File: src/rtl/uart_pkg.sv
// Shared UART definitions: receive FSM states, parity-mode constants and the
// parity check used by the receive path.
package uart_pkg;

    typedef enum logic [2:0] {
        ST_IDLE   = 3'd0,
        ST_START  = 3'd1,
        ST_DATA   = 3'd2,
        ST_PARITY = 3'd3,
        ST_STOP   = 3'd4,
        ST_BREAK  = 3'd5
    } rx_state_t;

    localparam logic UART_PARITY_EVEN = 1'b0;
    localparam logic UART_PARITY_ODD  = 1'b1;

    // Data is zero-extended to 8 bits, which does not change its XOR reduction.
    function automatic logic parity_mismatch(input logic [7:0] data,
                                             input logic       par_bit,
                                             input logic       odd_mode);
        return ((^data) ^ par_bit) != odd_mode;
    endfunction

endpackage

File: src/rtl/uart_sync2.sv
// Two-flop synchronizer for an asynchronous input; both flops reset to RESET_VAL
// so an idle-high line reads idle straight out of reset.
module uart_sync2 #(
    parameter logic RESET_VAL = 1'b1
) (
    input  logic clk,
    input  logic rst,
    input  logic d,
    output logic q
);

    logic meta_r;

    // Double-register the async input
    always_ff @(posedge clk) begin
        if (rst) begin
            meta_r <= RESET_VAL;
            q      <= RESET_VAL;
        end else begin
            meta_r <= d;
            q      <= meta_r;
        end
    end

endmodule

File: src/rtl/uart_rx_deser.sv
// UART receiver: oversamples the synchronized rxd line at bit centres and
// presents each complete frame as a byte behind a valid/ready handshake.
module uart_rx_deser
    import uart_pkg::*;
#(
    parameter int unsigned CLKS_PER_BIT = 16,
    parameter int unsigned DATA_BITS    = 8,
    parameter int unsigned PARITY_EN    = 0,
    parameter int unsigned PARITY_ODD   = 0
) (
    input  logic                 clk,
    input  logic                 rst,
    input  logic                 rxd,
    output logic [DATA_BITS-1:0] rx_data,
    output logic                 rx_valid,
    input  logic                 rx_ready,
    output logic                 parity_err,
    output logic                 frame_err,
    output logic                 overrun,
    output logic                 busy
);

    localparam int CNT_W = $clog2(CLKS_PER_BIT);
    localparam int BIT_W = $clog2(DATA_BITS + 1);
    localparam logic [CNT_W-1:0] CNT_HALF = CNT_W'(CLKS_PER_BIT / 2 - 1);
    localparam logic [CNT_W-1:0] CNT_LAST = CNT_W'(CLKS_PER_BIT - 1);
    localparam logic [BIT_W-1:0] BIT_LAST = BIT_W'(DATA_BITS - 1);
    localparam logic             ODD_MODE = (PARITY_ODD != 0) ? UART_PARITY_ODD : UART_PARITY_EVEN;

    logic                 rxs_s;
    rx_state_t            state_r, state_s;
    logic [CNT_W-1:0]     cnt_r, cnt_s;
    logic [BIT_W-1:0]     bit_r, bit_s;
    logic [DATA_BITS-1:0] shift_r, shift_s;
    logic                 par_bit_r, par_bit_s;
    logic                 good_stop_s, bad_stop_s;
    logic                 par_err_s;
    logic                 load_s;

    uart_sync2 #(.RESET_VAL(1'b1)) u_sync (
        .clk (clk),
        .rst (rst),
        .d   (rxd),
        .q   (rxs_s)
    );

    // FSM state and bit-timing registers
    always_ff @(posedge clk) begin
        if (rst) begin
            state_r   <= ST_IDLE;
            cnt_r     <= '0;
            bit_r     <= '0;
            shift_r   <= '0;
            par_bit_r <= 1'b0;
        end else begin
            state_r   <= state_s;
            cnt_r     <= cnt_s;
            bit_r     <= bit_s;
            shift_r   <= shift_s;
            par_bit_r <= par_bit_s;
        end
    end

    // Next-state, counter and sampling decisions, all taken from the synchronized line
    always_comb begin
        state_s     = state_r;
        cnt_s       = cnt_r;
        bit_s       = bit_r;
        shift_s     = shift_r;
        par_bit_s   = par_bit_r;
        good_stop_s = 1'b0;
        bad_stop_s  = 1'b0;
        case (state_r)
            ST_IDLE: begin
                if (!rxs_s) begin
                    state_s = ST_START;
                    cnt_s   = '0;
                end else begin
                    state_s = ST_IDLE;
                end
            end
            ST_START: begin
                if (cnt_r == CNT_HALF) begin
                    cnt_s = '0;
                    bit_s = '0;
                    // A start bit that is gone by mid-bit was a glitch
                    if (!rxs_s) begin
                        state_s = ST_DATA;
                    end else begin
                        state_s = ST_IDLE;
                    end
                end else begin
                    cnt_s = cnt_r + CNT_W'(1);
                end
            end
            ST_DATA: begin
                if (cnt_r == CNT_LAST) begin
                    cnt_s   = '0;
                    shift_s = {rxs_s, shift_r[DATA_BITS-1:1]};
                    bit_s   = bit_r + BIT_W'(1);
                    if (bit_r == BIT_LAST) begin
                        if (PARITY_EN != 0) begin
                            state_s = ST_PARITY;
                        end else begin
                            state_s = ST_STOP;
                        end
                    end else begin
                        state_s = ST_DATA;
                    end
                end else begin
                    cnt_s = cnt_r + CNT_W'(1);
                end
            end
            ST_PARITY: begin
                if (cnt_r == CNT_LAST) begin
                    cnt_s     = '0;
                    par_bit_s = rxs_s;
                    state_s   = ST_STOP;
                end else begin
                    cnt_s = cnt_r + CNT_W'(1);
                end
            end
            ST_STOP: begin
                if (cnt_r == CNT_LAST) begin
                    cnt_s = '0;
                    if (rxs_s) begin
                        good_stop_s = 1'b1;
                        state_s     = ST_IDLE;
                    end else begin
                        bad_stop_s = 1'b1;
                        state_s    = ST_BREAK;
                    end
                end else begin
                    cnt_s = cnt_r + CNT_W'(1);
                end
            end
            ST_BREAK: begin
                // A held-low line must not be taken as a fresh start bit
                if (rxs_s) begin
                    state_s = ST_IDLE;
                end else begin
                    state_s = ST_BREAK;
                end
            end
            default: begin
                state_s = ST_IDLE;
                cnt_s   = '0;
                bit_s   = '0;
            end
        endcase
    end

    // Parity verdict and delivery decision for the frame finishing this cycle
    always_comb begin
        par_err_s = 1'b0;
        load_s    = 1'b0;
        if (PARITY_EN != 0) begin
            par_err_s = parity_mismatch(8'(shift_r), par_bit_r, ODD_MODE);
        end else begin
            par_err_s = 1'b0;
        end
        if (good_stop_s && (!rx_valid || rx_ready)) begin
            load_s = 1'b1;
        end else begin
            load_s = 1'b0;
        end
    end

    // Output register: delivered byte, handshake and status pulses
    always_ff @(posedge clk) begin
        if (rst) begin
            rx_data    <= '0;
            rx_valid   <= 1'b0;
            parity_err <= 1'b0;
            frame_err  <= 1'b0;
            overrun    <= 1'b0;
            busy       <= 1'b0;
        end else begin
            frame_err <= bad_stop_s;
            overrun   <= good_stop_s & rx_valid & ~rx_ready;
            busy      <= (state_s != ST_IDLE);
            if (load_s) begin
                rx_data    <= shift_r;
                parity_err <= par_err_s;
                rx_valid   <= 1'b1;
            end else if (rx_valid && rx_ready) begin
                rx_valid <= 1'b0;
            end else begin
                rx_valid <= rx_valid;
            end
        end
    end

endmodule

File: config.mk
export PLATFORM = sky130hd
export DESIGN_NAME = uart_rx_deser
export DESIGN_NICKNAME = d
export VERILOG_FILES = /design/src/rtl/uart_pkg.sv /design/src/rtl/uart_sync2.sv /design/src/rtl/uart_rx_deser.sv
export SDC_FILE = /design/constraint.sdc
export NUM_CORES = 1
export LEC_CHECK = 0
export CAP_MARGIN = 20
export CORE_MARGIN = 8
export CORE_UTILIZATION = 52
export CTS_CLUSTER_DIAMETER = 60
export DETAILED_ROUTE_END_ITERATION = 7
export GPL_ROUTABILITY_DRIVEN = 0
export HOLD_SLACK_MARGIN = 0.12
export PLACE_DENSITY = 0.75
export SYNTH_ARGS = -nofsm -noshare
export SYNTH_HDL_FRONTEND = slang
export SYNTH_SLANG_ARGS = --single-unit
File: constraint.sdc
create_clock -name clk -period 4.84 [get_ports clk]
set_input_delay 0.968 -clock clk [delete_from_list [all_inputs] [get_ports clk]]
set_output_delay 0.968 -clock clk [all_outputs]
set_load 0.01 [all_outputs]
==> impl_results.rst, run 1 <==
.. list-table::
   :header-rows: 1

   * - Metric
     - Value
   * - Post-synthesis register bit count
     - 33
   * - Insertion delay of the later-clocked pin in the worst-skew pair
     - 0.34 ns
   * - Final standard cell utilization of the core
     - 61.0%
   * - Synthesized area per cell
     - 9.36 µm²
   * - Design Power
     - 0.509 mW
   * - Largest clock skew in the final design
     - 0.0122 ns
   * - Number of violations of the max-capacitance limit
     - 0
   * - Clock Pin Slew Worst Setup and Hold Paths
     - 0.11 ns
   * - Area added between synthesis and finish
     - 14.1%
   * - Layout cells sized above 1
     - 6.02%
   * - Startpoint type of the worst setup path
     - input pin
   * - # H-tree levels
     - 2
   * - Site Rows
     - 19
   * - Number of endpoints with negative hold slack in the final report
     - 0
   * - Initial core utilization
     - 53.5%
   * - Setup CP Type
     - input pin to register
   * - Buffer depth of the longest clock path
     - 2
   * - Number of warnings reported in the yosys synthesis log
     - 0
   * - Die Outline Area
     - 4730 µm²
   * - Average via count per standard cell
     - 5.57
   * - Synthesized cell area
     - 1450 µm²
   * - HPWL after DPL
     - 1960 µm
   * - Peak per-stage delay on the critical path
     - 0.85 ns
   * - Async set-reset flop share out of synthesis
     - 0%
   * - Critical path endpoint category
     - register
   * - Cells along the critical path
     - clkdlybuf4s50_1 -> or3_1 -> o21ai_0
   * - Residual antenna-violating net count after detailed routing
     - 0
   * - Global-route wire length before repair
     - 4530 µm
   * - Setup total negative slack
     - 0 ns
   * - Total of hold buffers inserted after clock tree synthesis
     - 0
   * - Unrepaired setup endpoints after global routing
     - false
   * - TritonRoute pass-1 iters
     - 4
   * - CTS tree
     - built
   * - Chip Height
     - 68.8 µm
   * - Power density over the cells
     - 308 nW/µm²
   * - Nets in the synthesized netlist
     - 161
   * - Library cell contributing the largest single delay on the critical path
     - clkdlybuf4s50_1
   * - Worst slew margin relative to its limit
     - 43.3%
   * - Biggest fanout along the worst timing path
     - 26
   * - IO Pins
     - 17
   * - Maximum vdd ir drop
     - 0.290 mV
   * - Final worst-path setup slack
     - 2.52 ns
   * - Overall Global Routing Usage
     - 12.8%
   * - Total clock buffers created by CTS
     - 5
   * - Number of antenna violations at the first check in global routing
     - 0
   * - Antenna Cells
     - 0
   * - GRT Residual Overflow
     - 0
   * - HP Class
     - register to register
   * - Number of enable flip-flop cells after synthesis
     - 0
   * - Via count
     - 1097
   * - Top cells by area, synth
     - dfxtp_1 (46%), mux2i_1 (12%), nor2_1 (6.0%), xor2_1 (3.0%), o21ai_0 (2.8%)
   * - Period utilisation layout
     - 48.0%
   * - Quantity of I/O buffers inserted on ports
     - 15
   * - Setup Slack @ Placement
     - 2.16 ns
   * - Total number of nets in the final design
     - 171
   * - Cell type contributing the most total cell area after synthesis
     - dfxtp_1
   * - Total Routed Length
     - 2720 µm
   * - # Post-CTS Setup Buffers
     - 0
   * - Cells after synthesis
     - 155
   * - Placeable Area
     - 2710 µm²
   * - Number of global-route vias before repair
     - 1046
   * - Slew Limit Fails
     - 0
   * - Static power due to leakage
     - 0.668 nW
   * - Part of the Yosys area used for sequential elements
     - 45.6%
   * - Required time at the endpoint of the critical path
     - 5.10 ns
   * - Fill cells
     - 226
   * - Root Buffer
     - clkbuf_4
   * - Horiz. Die Dim
     - 68.8 µm
   * - Worst-Margin Slew
     - 0.847 ns
   * - Remaining routing DRC violations
     - 0
   * - Arrival time at the worst endpoint
     - 2.59 ns
   * - Top achievable clock speed
     - 430 MHz
   * - Commonest register cell after synthesis
     - dfxtp_1
   * - Final count of negative-setup-slack endpoints
     - 0
   * - Distinct cells, synth
     - 41
   * - Clock period minus final worst setup slack
     - 2.32 ns
   * - Starting DRT DRC Count
     - 55
   * - Synth top area share
     - 45.6%
   * - Number of sinks handled by clock tree synthesis
     - 33
   * - Status
     - completed
   * - Maximum number of pins on one net before global-route repair
     - 27
   * - Number of gates resized after cts
     - 0
   * - Final routed wire length divided by cell count
     - 13.8 µm
layer usage:
layer	track usage (%)	vias to the layer above	wire length (µm)
met4	5.26	0	47
met2	20.6	28	1320
met3	6.30	6	173
met1	14.2	512	1180
li1	-	551	-
met5	0	-	0
cell usage after synthesis (all sizes together), types with 2 or more instances:
cell and number:
or3b 2, xor2 5, ha 2, nand3 3, or2 2, nand2b 4
mux2i 18, a211oi 2, buf 9, o21ai 9, nor3 3, and2 2
dfxtp 33, or3 2, a21oi 7, clkbuf 3, nand2 5, inv 2
nor2 23
where the power goes:
group          internal (mW)  switching [mW]  total, mW  leakage [nW]
clock                  0.123          0.0917      0.215        0.0455
sequential             0.274         0.00308      0.277         0.267
combinational        0.00831         0.00879     0.0171         0.356
stage by stage:
step | hold WS [ns] | cell area (µm²) | cells
6_report | 0.424 | 1650 | 197
4_1_cts | 0.427 | 1650 | 197
3_3_place_gp | 0.391 | 1570 | 189
3_5_place_dp | 0.404 | 1570 | 189
5_1_grt | 0.447 | 1650 | 197
2_1_floorplan | 0.389 | 1450 | 155
cell families (layout without fill, tap and decap cells):
kind of cell	after synthesis	count (layout)	share of synthesized area [%]
other cells	1	1	0.259
mux	18	18	12.4
buf+inv	14	25	5.35
xor+xnor	6	6	3.62
compound gates	25	25	10.4
simple gates	56	56	20.6
flops	33	33	45.6
fa+ha+maj	2	2	1.73
placed cells by master (no fill, tap or decap), drive strengths merged, types with 2 or more instances in the layout:
master          n
dfxtp          33
nor2           23
mux2i          18
clkdlybuf4s50  15
o21ai           9
a21oi           7
clkbuf          7
nand2           5
xor2            5
nand2b          4
nand3           3
nor3            3
inv             2
or3             2
or3b            2
a211oi          2
and2            2
or2             2
ha              2
sequential cells by signal, indices dropped and copies added (netlist names):
register / flops
cnt_r: 4
rx_valid: 1
bit_r: 4
overrun: 1
rx_data: 8
frame_err: 1
u_sync.q: 1
state_r: 3
u_sync.meta_r: 1
shift_r: 8
busy: 1
final cells by class:
cell class / instances / area, µm² / share of cell area, %
well taps: 31 / 38.8 / 2.34
clock inverters: 1 / 30.0 / 1.82
repair buffers: 15 / 150 / 9.08
multi-input cells: 108 / 712 / 43.0
flip-flops and latches: 33 / 661 / 39.9
inverters: 2 / 7.51 / 0.454
clock buffers: 7 / 55.1 / 3.33
worst paths after layout:
kind	end	from	cells after the start	slack, ns
setup / recovery	cnt_r[0]	rst	3	2.52
hold / removal	u_sync.q	u_sync.meta_r	1	0.42
setup reg to reg	shift_r[1]	state_r[1]	4	2.95
hold reg to reg	u_sync.q	u_sync.meta_r	1	0.42
worst max-delay path: cells and delay by family:
family	cells	cell delay [ns]
compound gates	1	0.19
buf+inv	1	0.85
simple gates	1	0.59
Note: power is estimated with default switching activity, not from simulation.
==> run 2: changes to the inputs <==
Clock period 4.84 ns to 2.35 ns, I/O delays scaled along.
==> run 2 against run 1 <==
Combinational power up 120%; clock skew down 0.0061 ns; global-route usage up 0.36 points; wire length down 1.1%; die area unchanged; worst hold slack worse by 0.0042 ns; critical path depth up 2; via count up 1.0%; setup slack worse by 2.0 ns; total power up 100%; non-clock buffer count up 2; design area up 0.83%; critical path type is now register to register; highest routed layer unchanged.
==> impl_results.rst, run 2 (synthesis gave the netlist of run 1 again) <==
.. list-table::
   :header-rows: 1

   * - Metric
     - Value
   * - Status
     - completed
   * - Hold Worst Slack
     - 0.420 ns
   * - Amount of wire on met2 after detailed routing
     - 1300 µm
   * - Total Routed Length
     - 2690 µm
   * - Power density over the cells
     - 621 nW/µm²
   * - IO Pins
     - 17
   * - Die Outline Area
     - 4730 µm²
   * - Total of hold buffers inserted after clock tree synthesis
     - 0
   * - Required time at the endpoint of the critical path
     - 2.58 ns
   * - Root Buffer
     - clkbuf_4
   * - Starting DRT DRC Count
     - 46
   * - Number of gates resized after cts
     - 0
   * - Chip Height
     - 68.8 µm
   * - CTS tree
     - built
   * - Total number of nets in the final design
     - 173
   * - GRT Residual Overflow
     - 0
   * - Static power due to leakage
     - 0.674 nW
   * - Insertion delay of the later-clocked pin in the worst-skew pair
     - 0.33 ns
   * - Horiz. Die Dim
     - 68.8 µm
   * - Area added between synthesis and finish
     - 15.0%
   * - Setup total negative slack
     - 0 ns
   * - Quantity of I/O buffers inserted on ports
     - 15
   * - Unrepaired setup endpoints after global routing
     - false
   * - Buffer depth of the longest clock path
     - 2
   * - Final count of negative-setup-slack endpoints
     - 0
   * - Most frequent standard cell in the layout excluding fill and tap cells
     - dfxtp_1
   * - Global-route wire length before repair
     - 4720 µm
   * - Total clock buffers created by CTS
     - 5
   * - Clock period minus final worst setup slack
     - 1.79 ns
   * - Number of violations of the max-capacitance limit
     - 0
   * - Overall Global Routing Usage
     - 13.2%
   * - Number of sinks handled by clock tree synthesis
     - 33
   * - HPWL after DPL
     - 1930 µm
   * - Maximum number of pins on one net before global-route repair
     - 21
   * - Clock Pin Slew Worst Setup and Hold Paths
     - 0.11 ns
   * - Routed wl met3
     - 146 µm
   * - HP Class
     - register to register
   * - Number of antenna violations at the first check in global routing
     - 0
   * - TritonRoute pass-1 iters
     - 4
   * - Number of global-route vias before repair
     - 1113
   * - Via count
     - 1108
   * - Antenna Cells
     - 0
   * - # H-tree levels
     - 2
   * - Site Rows
     - 19
   * - Commonest cells after routing, fill and taps aside
     - dfxtp_1 (33), nor2_1 (23), mux2i_1 (18)
   * - Initial core utilization
     - 53.5%
   * - Worst-Margin Slew
     - 0.605 ns
   * - Biggest fanout along the worst timing path
     - 8
   * - Placeable Area
     - 2710 µm²
   * - Critical path endpoint category
     - register
   * - Worst slew margin relative to its limit
     - 59.6%
   * - Register area
     - 661 µm²
   * - Top Layer Used
     - met4
   * - Remaining routing DRC violations
     - 0
   * - Multi-input gate area
     - 712 µm²
   * - Met1 Wirelength
     - 1220 µm
   * - Top flop regs
     - rx_data: 8 flops, shift_r: 8 flops
   * - # Post-CTS Setup Buffers
     - 0
   * - Final routed wire length divided by cell count
     - 13.5 µm
   * - Slew Limit Fails
     - 0
   * - Layout cells sized above 1
     - 7.74%
   * - Average via count per standard cell
     - 5.57
   * - Period utilisation layout
     - 76.0%
   * - Number of endpoints with negative hold slack in the final report
     - 0
   * - Setup CP Type
     - register to register
   * - Fill cells
     - 242
   * - Residual antenna-violating net count after detailed routing
     - 0
   * - Arrival time at the worst endpoint
     - 2.02 ns
   * - Largest clock skew in the final design
     - 0.00614 ns
   * - Maximum vdd ir drop
     - 0.522 mV
   * - Top achievable clock speed
     - 560 MHz
   * - Startpoint type of the worst setup path
     - register
-- run 2: changes by cell type in the layout (fill, tap and decap cells not counted), sizes merged --
| cell | change |
|---|---|
| clkinv | +1 |
| buf | +2 |
| clkinvlp | +1 |
| clkbuf | -2 |
-- run 2: per-layer routing --
layer | GRT usage [%] | up-vias
li1 | - | 559
met1 | 14.5 | 526
met2 | 21.7 | 19
met3 | 6.30 | 4
met4 | 4.76 | 0
met5 | 0 | -
-- run 2: final cells by class --
type	count	area share (%)
Multi-Input combinational cell	108	42.7
Clock buffer	5	2.25
Inverter	2	0.450
Timing Repair Buffer	17	9.90
Tap cell	31	2.33
Sequential cell	33	39.6
Clock inverter	3	2.78
-- run 2: path summary, 6_finish.rpt --
kind,startpoint,end,slack (ns),cells past startpoint
worst max-delay path,cnt_r[0],shift_r[7],0.56,5
worst min-delay path,u_sync.meta_r,u_sync.q,0.42,1
worst max register to register,cnt_r[0],shift_r[7],0.56,5
worst min register to register,u_sync.meta_r,u_sync.q,0.42,1
-- run 2: stage by stage --
stage	power, mW	instance area (µm²)	cells	util, %	worst slack [ns]
3_5_place_dp	0.620	1580	191	58.4	0.494
4_1_cts	1.05	1670	199	61.5	0.577
3_3_place_gp	0.618	1580	191	58.4	0.548
6_report	1.04	1670	199	61.5	0.565
5_1_grt	1.08	1670	199	61.5	0.403
2_1_floorplan	0.609	1450	155	-	0.810
-- run 2: critical path, stage by stage (launching register included) --
cell	delay, ns
dfxtp_1	0.38
ha_1	0.25
and4b_1	0.29
and2_1	0.46
mux2i_1	0.24
nor2_1	0.06
-- run 2: power breakdown --
group          switching, mW  internal, mW
registers            0.00606         0.564
clock network          0.204         0.225
logic                 0.0189        0.0182
